File: src/rtl/fsm_word_scheduler_pkg.sv
// Shared types and defaults for the word scheduler: controller and detector
// state encodings plus the default requester count and word width.
package fsm_word_scheduler_pkg;

  localparam int DEF_N_REQ  = 4;
  localparam int DEF_WORD_W = 8;

  typedef enum logic [1:0] {
    CTRL_IDLE  = 2'd0,
    CTRL_CLEAR = 2'd1,
    CTRL_SHIFT = 2'd2,
    CTRL_DONE  = 2'd3
  } ctrl_state_e;

  typedef enum logic [2:0] {
    CORE_A = 3'd0,
    CORE_B = 3'd1,
    CORE_C = 3'd2,
    CORE_D = 3'd3,
    CORE_E = 3'd4
  } core_state_e;

endpackage

File: src/rtl/fsm_word_scheduler_core.sv
// Bit-serial Moore detector shared by all requesters; z is high in D and E.
module bit_fsm_core
  import fsm_word_scheduler_pkg::*;
(
  input  logic clk,
  input  logic reset,
  input  logic x,
  output logic z
);

  core_state_e state_q, state_d;

  always_comb begin
    state_d = CORE_A;
    case (state_q)
      CORE_A:  state_d = x ? CORE_B : CORE_A;
      CORE_B:  state_d = x ? CORE_E : CORE_B;
      CORE_C:  state_d = x ? CORE_B : CORE_C;
      CORE_D:  state_d = x ? CORE_C : CORE_B;
      CORE_E:  state_d = x ? CORE_E : CORE_D;
      default: state_d = CORE_A;
    endcase
  end

  always_ff @(posedge clk) begin
    if (reset) state_q <= CORE_A;
    else       state_q <= state_d;
  end

  assign z = (state_q == CORE_D) || (state_q == CORE_E);

endmodule

File: src/rtl/fsm_word_scheduler.sv
// Round-robin scheduler that time-shares one bit-serial detector among
// N_REQ requesters and returns a per-bit detector vector for each word.
module fsm_word_scheduler
  import fsm_word_scheduler_pkg::*;
#(
  parameter int N_REQ  = DEF_N_REQ,
  parameter int WORD_W = DEF_WORD_W
) (
  input  logic                       clk,
  input  logic                       reset,
  input  logic [N_REQ-1:0]           req_valid,
  input  logic [N_REQ*WORD_W-1:0]    req_data,
  output logic [N_REQ-1:0]           req_ready,
  output logic                       res_valid,
  output logic [$clog2(N_REQ)-1:0]   res_id,
  output logic [WORD_W-1:0]          res_z,
  input  logic                       res_ready,
  output logic                       busy
);

  localparam int IDW = $clog2(N_REQ);
  localparam int CW  = $clog2(WORD_W);
  localparam logic [CW-1:0]  LAST_BIT = CW'(WORD_W - 1);
  localparam logic [IDW-1:0] LAST_REQ = IDW'(N_REQ - 1);

  ctrl_state_e       state_q, state_d;
  logic [IDW-1:0]    ptr_q, ptr_d;
  logic [WORD_W-1:0] word_q, word_d;
  logic [IDW-1:0]    id_q, id_d;
  logic [CW-1:0]     cnt_q, cnt_d;
  logic [WORD_W-1:0] zvec_q, zvec_d;
  logic              valid_q, valid_d;
  logic              capture_q, capture_d;

  logic              anyValid;
  logic [IDW-1:0]    grantIdx;
  logic [IDW-1:0]    nextPtr;
  logic [WORD_W-1:0] selWord;
  logic              coreX, coreZ, coreReset;

  // Walk downward over offsets so the last hit is the nearest valid
  // requester at or above the pointer, wrapping past N_REQ-1.
  always_comb begin
    int j;
    logic [IDW-1:0] cand;
    j        = 0;
    cand     = '0;
    anyValid = 1'b0;
    grantIdx = '0;
    for (int i = N_REQ - 1; i >= 0; i--) begin
      j = int'(ptr_q) + i;
      if (j >= N_REQ) j = j - N_REQ;
      cand = IDW'(j);
      if (req_valid[cand]) begin
        anyValid = 1'b1;
        grantIdx = cand;
      end
    end
  end

  always_comb begin
    selWord = '0;
    for (int i = 0; i < N_REQ; i++) begin
      if (grantIdx == IDW'(i)) selWord = req_data[i*WORD_W +: WORD_W];
    end
  end

  assign nextPtr = (grantIdx == LAST_REQ) ? '0 : grantIdx + 1'b1;

  always_comb begin
    req_ready = '0;
    if (state_q == CTRL_IDLE && anyValid && !reset) req_ready[grantIdx] = 1'b1;
  end

  // The core's z reflects a bit one cycle after it is fed, so captures lag
  // SHIFT by one cycle and the last capture lands in the first DONE cycle.
  always_comb begin
    state_d   = state_q;
    ptr_d     = ptr_q;
    word_d    = word_q;
    id_d      = id_q;
    cnt_d     = cnt_q;
    zvec_d    = zvec_q;
    valid_d   = valid_q;
    capture_d = (state_q == CTRL_SHIFT);
    if (capture_q) zvec_d = {zvec_q[WORD_W-2:0], coreZ};
    case (state_q)
      CTRL_IDLE: begin
        if (anyValid) begin
          word_d  = selWord;
          id_d    = grantIdx;
          ptr_d   = nextPtr;
          state_d = CTRL_CLEAR;
        end
      end
      CTRL_CLEAR: begin
        cnt_d   = '0;
        state_d = CTRL_SHIFT;
      end
      CTRL_SHIFT: begin
        word_d = word_q << 1;
        cnt_d  = cnt_q + 1'b1;
        if (cnt_q == LAST_BIT) state_d = CTRL_DONE;
      end
      CTRL_DONE: begin
        if (capture_q) begin
          valid_d = 1'b1;
        end else if (valid_q && res_ready) begin
          valid_d = 1'b0;
          state_d = CTRL_IDLE;
        end
      end
      default: state_d = CTRL_IDLE;
    endcase
  end

  always_ff @(posedge clk) begin
    if (reset) begin
      state_q   <= CTRL_IDLE;
      ptr_q     <= '0;
      word_q    <= '0;
      id_q      <= '0;
      cnt_q     <= '0;
      zvec_q    <= '0;
      valid_q   <= 1'b0;
      capture_q <= 1'b0;
    end else begin
      state_q   <= state_d;
      ptr_q     <= ptr_d;
      word_q    <= word_d;
      id_q      <= id_d;
      cnt_q     <= cnt_d;
      zvec_q    <= zvec_d;
      valid_q   <= valid_d;
      capture_q <= capture_d;
    end
  end

  assign coreX     = (state_q == CTRL_SHIFT) && word_q[WORD_W-1];
  assign coreReset = reset || (state_q == CTRL_CLEAR);

  bit_fsm_core uCore (
    .clk   (clk),
    .reset (coreReset),
    .x     (coreX),
    .z     (coreZ)
  );

  assign res_valid = valid_q;
  assign res_id    = id_q;
  assign res_z     = zvec_q;
  assign busy      = (state_q != CTRL_IDLE);

endmodule

File: config.mk
export PLATFORM = sky130hd
export DESIGN_NAME = fsm_word_scheduler
export DESIGN_NICKNAME = d
export VERILOG_FILES = /design/src/rtl/fsm_word_scheduler_pkg.sv /design/src/rtl/fsm_word_scheduler_core.sv /design/src/rtl/fsm_word_scheduler.sv
export SDC_FILE = /design/constraint.sdc
export NUM_CORES = 1
export LEC_CHECK = 0
export CORE_MARGIN = 1.5
export CORE_UTILIZATION = 46
export DETAILED_ROUTE_END_ITERATION = 8
export PLACE_DENSITY = 0.78
export SYNTH_ARGS = -nofsm -noshare
export SYNTH_HDL_FRONTEND = slang
export SYNTH_SLANG_ARGS = --single-unit
File: constraint.sdc
create_clock -name clk -period 3.15 [get_ports clk]
set_clock_uncertainty 0.2 [all_clocks]
set_input_delay 0.63 -clock clk [delete_from_list [all_inputs] [get_ports clk]]
set_output_delay 0.63 -clock clk [all_outputs]
set_load 0.05 [all_outputs]
---- Word level (Yosys, flattened, before mapping) ----
Cells that the tools add are included.
cells by class
  $add $sub $neg .......................... 9
  magnitude comparators ................... 10
  eq/ne operators ......................... 15
  multiplexer cells ....................... 44
  reductions and logical operators ........ 19
operators by type and width
  cell                 count
  $mux 8               5
  $mux 2               15
  $pmux 8 s2           1
  $lt 2x3->1 const B   5
  $pmux 3 s5           1
  $mux 1               12
  $ge 3x3->1 const B   3
  $bmux 1 s2           4
  $eq 2x2->1 const B   4
  $pmux 2 s4           1
  $reduce_bool 2->1    4
  $sub 2x1->2 const B  4
  $add 2x2->3 const B  2
  $eq 3x2->1 const B   2
  $eq 3x3->1 const B   2
  $mux 3               2
  $ne 2x2->1 const B   3
  $pmux 3 s2           1
  $reduce_and 2->1     3
  $logic_and 1x1->1    5
  $eq 2x1->1 const B   2
  $logic_not 2->1      2
  $mux 4               1
  $reduce_and 4->1     1
  other kinds (11)     12
storage, ports and cells
  flip-flop bits (word level) ............. 30
  logic and storage cells ................. 106

---- Longest topological paths before layout ----
  word-level depth ........................ 16
  depth in mapped cells ................... 11
  depth with buffers taken out ............ 9

---- Modules after synthesis ----
From an unflattened synthesis, not the netlist that was laid out.
unflattened totals
  cell total of the unflattened synthesis .. 205
  area total of the unflattened synthesis .. 1750.4 um2
modules (own cells, without submodules)
  module              instances  cells each  area each (um2)  sequential area each (um2)
  fsm_word_scheduler  1          191         1605.3           540.5
  bit_fsm_core        1          14          145.1            60.1

---- Worst setup path before layout ----
Ideal clock, no wire load.
  kind .................................... input-to-output
  start ................................... input req_valid[2]
  end ..................................... output req_ready[3]
  data arrival time ....................... 2.277 ns
  required time ........................... 2.320 ns
  slack ................................... 0.043 ns
  stages on the path ...................... 7
  path buffers ............................ 2
  cells stage by stage .................... mux2i_1 -> nor2_1 -> nor3_1 -> ha_1 -> buf_2 -> clkbuf_1 -> and2_1
between the ends
  cells in the longest elaborated chain, start to end .. 11
  elaborated cells between the ends (all ways) .. 24
  those cells by class .................... order compare: 2; mux: 19; reduce/logical: 3
ends and longest elaborated chain
  what                                                                   line                      source
  from (decl)                                                            fsm_word_scheduler.sv:11  input logic [N_REQ-1:0] req_valid,
  $bmux 1 s2                                                             fsm_word_scheduler.sv:54  if (req_valid[cand]) begin
  $mux 1 (not written as such)                                           fsm_word_scheduler.sv:54
  $mux 2 (3 in series)                                                   fsm_word_scheduler.sv:54
  $mux 2 (*)                                                             fsm_word_scheduler.sv:54
  net grantIdx[0]                                                        fsm_word_scheduler.sv:36  logic [IDW-1:0] grantIdx;
  $lt 2x3->1 (not written as such) / $ge 2x1->1 (equally long branches)  fsm_word_scheduler.sv:72  if (state_q == CTRL_IDLE && anyValid && !reset) req_ready[grantIdx] = 1'b1;
  $logic_and 1x1->1 (not written as such)                                fsm_word_scheduler.sv:72
  $mux 1 (not written as such)                                           fsm_word_scheduler.sv:72
  $demux 1 s2 (*)                                                        fsm_word_scheduler.sv:72
  $mux 4 (*)                                                             fsm_word_scheduler.sv:72
  to (decl)                                                              fsm_word_scheduler.sv:13  output logic [N_REQ-1:0] req_ready,
Mark *: on every way through the listed nets, which the timed path passes. The rest lies on a longest branch. The select of a mux whose other input is x is not followed.

---- Worst setup path in the final report ----
  start ................................... input req_valid[2]
  end ..................................... output req_ready[0]
Same word-level chain as after synthesis.

==> results.yml <==
sta:
  worst_slew_pin_slew_ns: 0.680
  setup_viol: 0
  finalSetupTns_ns: 0
  hold_slack_ns: 0.258
  slew_violations: 0
  period_share_pct: 97.3
  fin_ws_ns: 0.0844
  slew_headroom_pct: 54.7
  finalWorstPathRequiredPeriod_ns: 3.07
  finalHoldViolCount: 0
  max_freq_ghz: 0.326
clock_network:
  hold_buffers: 0
  clk_latency_ns: 0.28
  path_clk_slew_ns: 0.05
  clock_sinks: 30
  cts_tree: "built"
  htree_levels: 2
  post_cts_resize_count: 1
  postCtsSetupRepairBufs: 0
  cts_buffers: 5
  cts_root_buf: "clkbuf_8"
  cts_buffer_depth: 2
cells_and_area:
  area_delta_synth_final_pct: 43.5
  design_area_sq_um: 2470
  nNetsFinal: 312
  drive_gt1_share_pct: 11.1
  fin_util_pct: 68.1
  final_cells: 310
  antenna_cells: 0
pwr:
  p_per_area_nw_per_um2: 664
  power_mw: 1.64
  ir_drop_uv: 401
  p_leak_nw: 0.971
worst_setup_path:
  setup.worst_path.end_class: "primary output"
  crit_path_frequent_cell: "buf_4"
  r2r_slack_ns: 0.61
  critPathSlowestCell: "clkdlybuf4s50_1"
  startpoint: "req_valid[2]"
  crit_buf_inv: 4
  cp.required_ns: 2.32
  r2r_end: "word_q[0]"
  start_kind: "input pin"
  cp_slowest_stage_delay_ns: 0.45
  critPathTopFamily: "buffers and inverters"
  worstPathArrival_ns: 2.24
  reg2reg_from: "ptr_q[1]"
  path_class: "in -> out"
  crit_chain: "clkdlybuf4s50_1, mux2i_1, nor2_1, nor3_2, buf_4, inv_1, ha_1, and2_1, buf_4"
  worst_r2r_path_depth: 11
  critPathMaxFanout: 5
detailed_routing:
  drc_errors: 0
  via_per_inst: 5.24
  routed_wl_mm: 4.04
  drt_iter0_markers: 60
  dr.pass1.iters: 4
  detail_route.wl_per_cell_microns: 13.0
  antenna_left: 0
  dr_total_vias: 1623
synthesis:
  synth_edf_count: 0
  synth_area_leader_cell: "dfxtp_1"
  syn_avg_cell_area_sq_um: 8.58
  synth_flop_cell: "dfxtp_1"
  yosysTopAreaCellShare_pct: 34.8
  synth_most_common_cell: "dfxtp_1"
  synth_area_leaders: "dfxtp_1, ha_1, mux2i_1"
  ys_types: 40
  netlist_area_sq_um: 1720
  syn_nets: 251
  synthCells: 201
  ys_ff_latch: 30
  synth_commonest_cells: "dfxtp_1, a21oi_1, nor2_1, inv_1"
  ys_seq_area_share_pct: 34.8
  async_flop_share_pct: 0
  yosysWarnings: 0
placement:
  place_area_sq_um: 2380
  hpwl_mm: 3.08
  numPlacedInstances: 303
  place_ws_ns: -0.0729
  io_buffers: 54
  gp_congestion: 0.780
global_route:
  antenna_found_initial: 0
  busiest_layer: "met2"
  grtUsageMet2_pct: 37.2
  grt_overflow: 0
  grt_pass1_vias: 1542
  grt_use_total_pct: 21.8
  grt_pass1_wl_mm: 6.98
  grtUsageMet1_pct: 25.8
  grt_max_degree: 25
  use_met3_pct: 6.16
job:
  maxCapViolCount: 0
die:
  die_w_microns: 64.2
  rows: 22
  fp.dieH_microns: 64.2
  core_area_sq_um: 3630
  io_pins: 55
  die-area_sq_um: 4120
  initial_utilization_pct: 47.5
worst_hold_path:
  hold_class: "reg -> reg"
  min_to: "word_q[2]"
  hold_depth: 1
  min_from: "word_q[2]"
run_status:
  status: "finished clean"
-- logic make-up (layout without fill, tap and decap cells) --
kind of cell               Yosys count  after routing  share of synthesized area (%)
adders and majority gates           11             11                           7.98
xor gates and xnor gates             2              2                           1.02
and+or+nand+nor                     62             62                           19.3
DFF                                 30             30                           34.8
buffers and inverters               24             85                           5.73
AOI/OAI and AO/OA                   60             60                           24.1
muxes                               12             12                           7.04
-- cells in the final DEF (no fill, tap or decap), types with 2 or more instances in the layout --
master / instances
nand3_1: 2
dfxtp_1: 30
nor2_1: 19
inv_1: 12
mux2i_1: 11
o21ai_0: 8
o31ai_1: 4
buf_4: 14
clkdlybuf4s50_1: 48
clkbuf_8: 5
a32o_1: 5
a211oi_1: 2
clkbuf_1: 2
buf_12: 2
ha_1: 11
o2bb2ai_1: 3
nand3b_1: 2
nand2b_1: 8
a221oi_1: 7
nor2b_1: 5
and2_1: 4
nor3_1: 3
nand2_1: 11
nor3b_1: 2
dlymetal6s2s_1: 2
a21oi_1: 21
-- sequential cells by signal, indices dropped and copies added, names as in the netlist --
name / count
res_id: 2
res_valid: 1
state_q: 2
capture_q: 1
uCore.state_q: 3
cnt_q: 3
word_q: 8
ptr_q: 2
res_z: 8
-- report_power, final --
part | internal, mW | total (mW) | switching [mW] | leakage, nW
Combinational | 0.387 | 0.855 | 0.469 | 0.688
Clock | 0.151 | 0.278 | 0.126 | 0.0383
Sequential | 0.450 | 0.511 | 0.0607 | 0.245
Total | 0.988 | 1.64 | 0.656 | 0.971
-- worst max-delay path by stage --
stage / to / slack, ns / cells after the start
floorplan: req_ready[3] / 0.04 / 7
global placement: req_ready[0] / -0.004 / 8
detailed placement: req_ready[0] / -0.07 / 8
CTS: req_ready[0] / 0.0003 / 8
global route: req_ready[0] / -0.0003 / 9
finish: req_ready[0] / 0.08 / 9
-- layer usage --
metal  part of all wire (%)  up-vias
met5                      0        -
met4                    1.1        0
met3                    3.4        4
met2                     53       28
met1                     43      753
li1                       -      838
-- layout make-up --
cell class | count | area [sq um]
Clock buffer | 7 | 76.3
Inverter | 12 | 45.0
Sequential cell | 30 | 601
Fill cell | 307 | 1160
Multi-Input combinational cell | 147 | 1040
Timing Repair Buffer | 66 | 651
Tap cell | 48 | 60.1
Power figures use the tool's default switching activity.
==> patch (same flow settings) <==
Re-encode `core_state_e` (5 states) as one-hot, 5 bits wide.
--- a/src/rtl/fsm_word_scheduler_pkg.sv
+++ b/src/rtl/fsm_word_scheduler_pkg.sv
@@ -14,8 +14,8 @@
 
-  typedef enum logic [2:0] {
-    CORE_A = 3'd0,
-    CORE_B = 3'd1,
-    CORE_C = 3'd2,
-    CORE_D = 3'd3,
-    CORE_E = 3'd4
+  typedef enum logic [4:0] {
+    CORE_A = 5'b00001,
+    CORE_B = 5'b00010,
+    CORE_C = 5'b00100,
+    CORE_D = 5'b01000,
+    CORE_E = 5'b10000
   } core_state_e;
Function: no difference found for any inputs over 10 cycles, from zero or initial values and one cycle with reset high; not proved beyond that.
==> patch against the unedited design <==
- combinational power up 11%
- sequential cell count up 2
- final cell count up 10%
- utilization down 0.31 points
- routed wire length up 8.8%
- critical endpoint unchanged
- via count up 11%
- power up 14%
- synthesized cell count up 15%
- critical path depth down 1
- global-route usage down 1.4 points
- design area up 8.8%
- area after synthesis up 9.4%
- sequential share of layout area down 0.48 points
- setup slack better by 0.014 ns
==> patch: results (changes against the unedited design) <==
Pwr
The worst ir drop on vdd is 0.392 mV (-2.1%). The leakage component of the power is 1.09 nW (+13%). The power per standard cell area is 695 mW/mm² (+4.6%).

The power drawn by the sequential cells is 537 µW (+5.1%). The switching power of the nets is 733 µW (+12%). The power in the clock group is 381 µW (+37%).

Placed design
The minimum setup slack after placement came to -0.00209 ns (+0.0708 ns). The total placed cells including tap cells is 334 (+10%). The number of buffer cells added on primary ports is 54 (unchanged).

The estimated wirelength of the detail-placed design is 3.26 mm (+5.7%). The last weighted congestion value of the routability-driven placer is 0.745 (-4.4%). The area after detailed placement is 0.00255 mm² (+7.2%).

Setup path
The cell class contributing the biggest share of worst-path delay is buffers and inverters. Among all stages on the critical path, the largest delay is contributed by clkdlybuf4s50_1. The delay of the slowest critical-path stage is 0.43 ns (-0.02 ns). The largest fanout on the critical path came to 3 (-2). The arrival time of data at the critical path endpoint is 2.22 ns (-0.02 ns).

Routing
The number of vias per cell after detailed routing came to 5.27 (+0.58%). The wire length per cell after detailed routing was 12.9 µm (-1.4%). The first-iteration detailed-routing DRC count is 95 (+58%). The highest metal layer used by the detailed router is met4.

The wire length on met1 is 1.95 mm (+13%). The final routed wirelength across all metal layers came to 4.40 mm (+8.8%). The post-route DRC violation count was 0 (unchanged). The number of detailed-route iterations in the first pass is 4 (unchanged).

The met2 wirelength from detailed routing is 2.14 mm (+0.66%). The routed length on met3 is 283 µm (+110%).

Synth
The area fraction in compound gates after synthesis is 24.3% (+0.18 points). Ranked by total cell area, the synthesized netlist is headed by dfxtp_1, ha_1, a21oi_1. The area share of xor/xnor cells in the synthesized design is 1.39% (+0.38 points). The count of different cell masters after synthesis is 47 (+18%). Ranked by instance count, the synthesized netlist is headed by dfxtp_1, a21oi_1, nor2_1.

The adder-cell area share of the yosys netlist was 7.29% (-0.69 points). The count of warnings emitted by yosys is 0 (unchanged). The multiplexer area fraction after synthesis is 5.37% (-1.7 points).

The sequential-to-total area share from yosys stat is 34.0% (-0.88 points). The count of mapped cells out of synthesis was 232 (+15%). The synthesized netlist net count is 282 (+12%).

Global routing
The routing usage on met1 is 23.9% (-1.8 points). The total routing resource utilization after global routing came to 20.4% (-1.4 points). The maximum number of pins on one net before global-route repair is 24 (-4.0%).

The via count of the first global-routing pass was 1,575 (+2.1%). The initial antenna violation count is 0 (unchanged). The fraction of met3 tracks used by global routing is 6.25% (+0.088 points).

The wire length of the first global-routing pass came to 6.89 mm (-1.3%). The global-route met2 utilization is 35.4% (-1.8 points).

STA
The worst-margin pin slew was 0.589 ns (-0.0907 ns).

Worst hold path
In this run the worst hold path is classified as flip-flop to flip-flop.

CTS
The number of gates given a new drive strength after cts is 0 (-1). The maximum buffer depth of the clock tree is 2 (unchanged). The post-CTS clock slew at the launch and capture registers of the worst setup and hold paths is 0.06 ns.

The tree is rooted in a clkbuf_8. The number of setup buffers added after CTS was 0 (unchanged). The deepest level of the CTS H-tree was 2 (unchanged).

Finish
The final net count was 341 (+9.3%). The ratio of cells with drive above 1 in the final layout is 14.0% (+3.0 points).

Run status
The run finished with clean final reports.
==> patch: changes by cell type in the layout (fill, tap and decap cells not counted), sizes merged, moves of 3 or more <==
| cell | delta |
|---|---|
| a21oi | +6 |
| a32o | -4 |
| inv | +3 |
| nand2 | +4 |
| nor2 | +5 |
| o21ai | +8 |
| o2bb2ai | +4 |
| o31ai | -4 |
==> patch: path summary, 6_finish.rpt <==
| kind | start | endpoint | slack [ns] | depth (start not counted) |
|---|---|---|---|---|
| setup / recovery | req_valid[2] | req_ready[0] | 0.1 | 8 |
| hold / removal | word_q[3] | word_q[3] | 0.26 | 1 |
| setup reg to reg | ptr_q[0] | word_q[1] | 0.83 | 10 |
| hold reg to reg | word_q[3] | word_q[3] | 0.26 | 1 |
==> patch: area by class of cell <==
cell class | count | area [µm²]
timing repair buffer | 68 | 682
clock buffer | 6 | 72.6
fill | 340 | 1280
tap | 50 | 62.6
sequential | 32 | 641
clock inverter | 2 | 35.0
multi-input combinational | 169 | 1140
inverter | 15 | 56.3
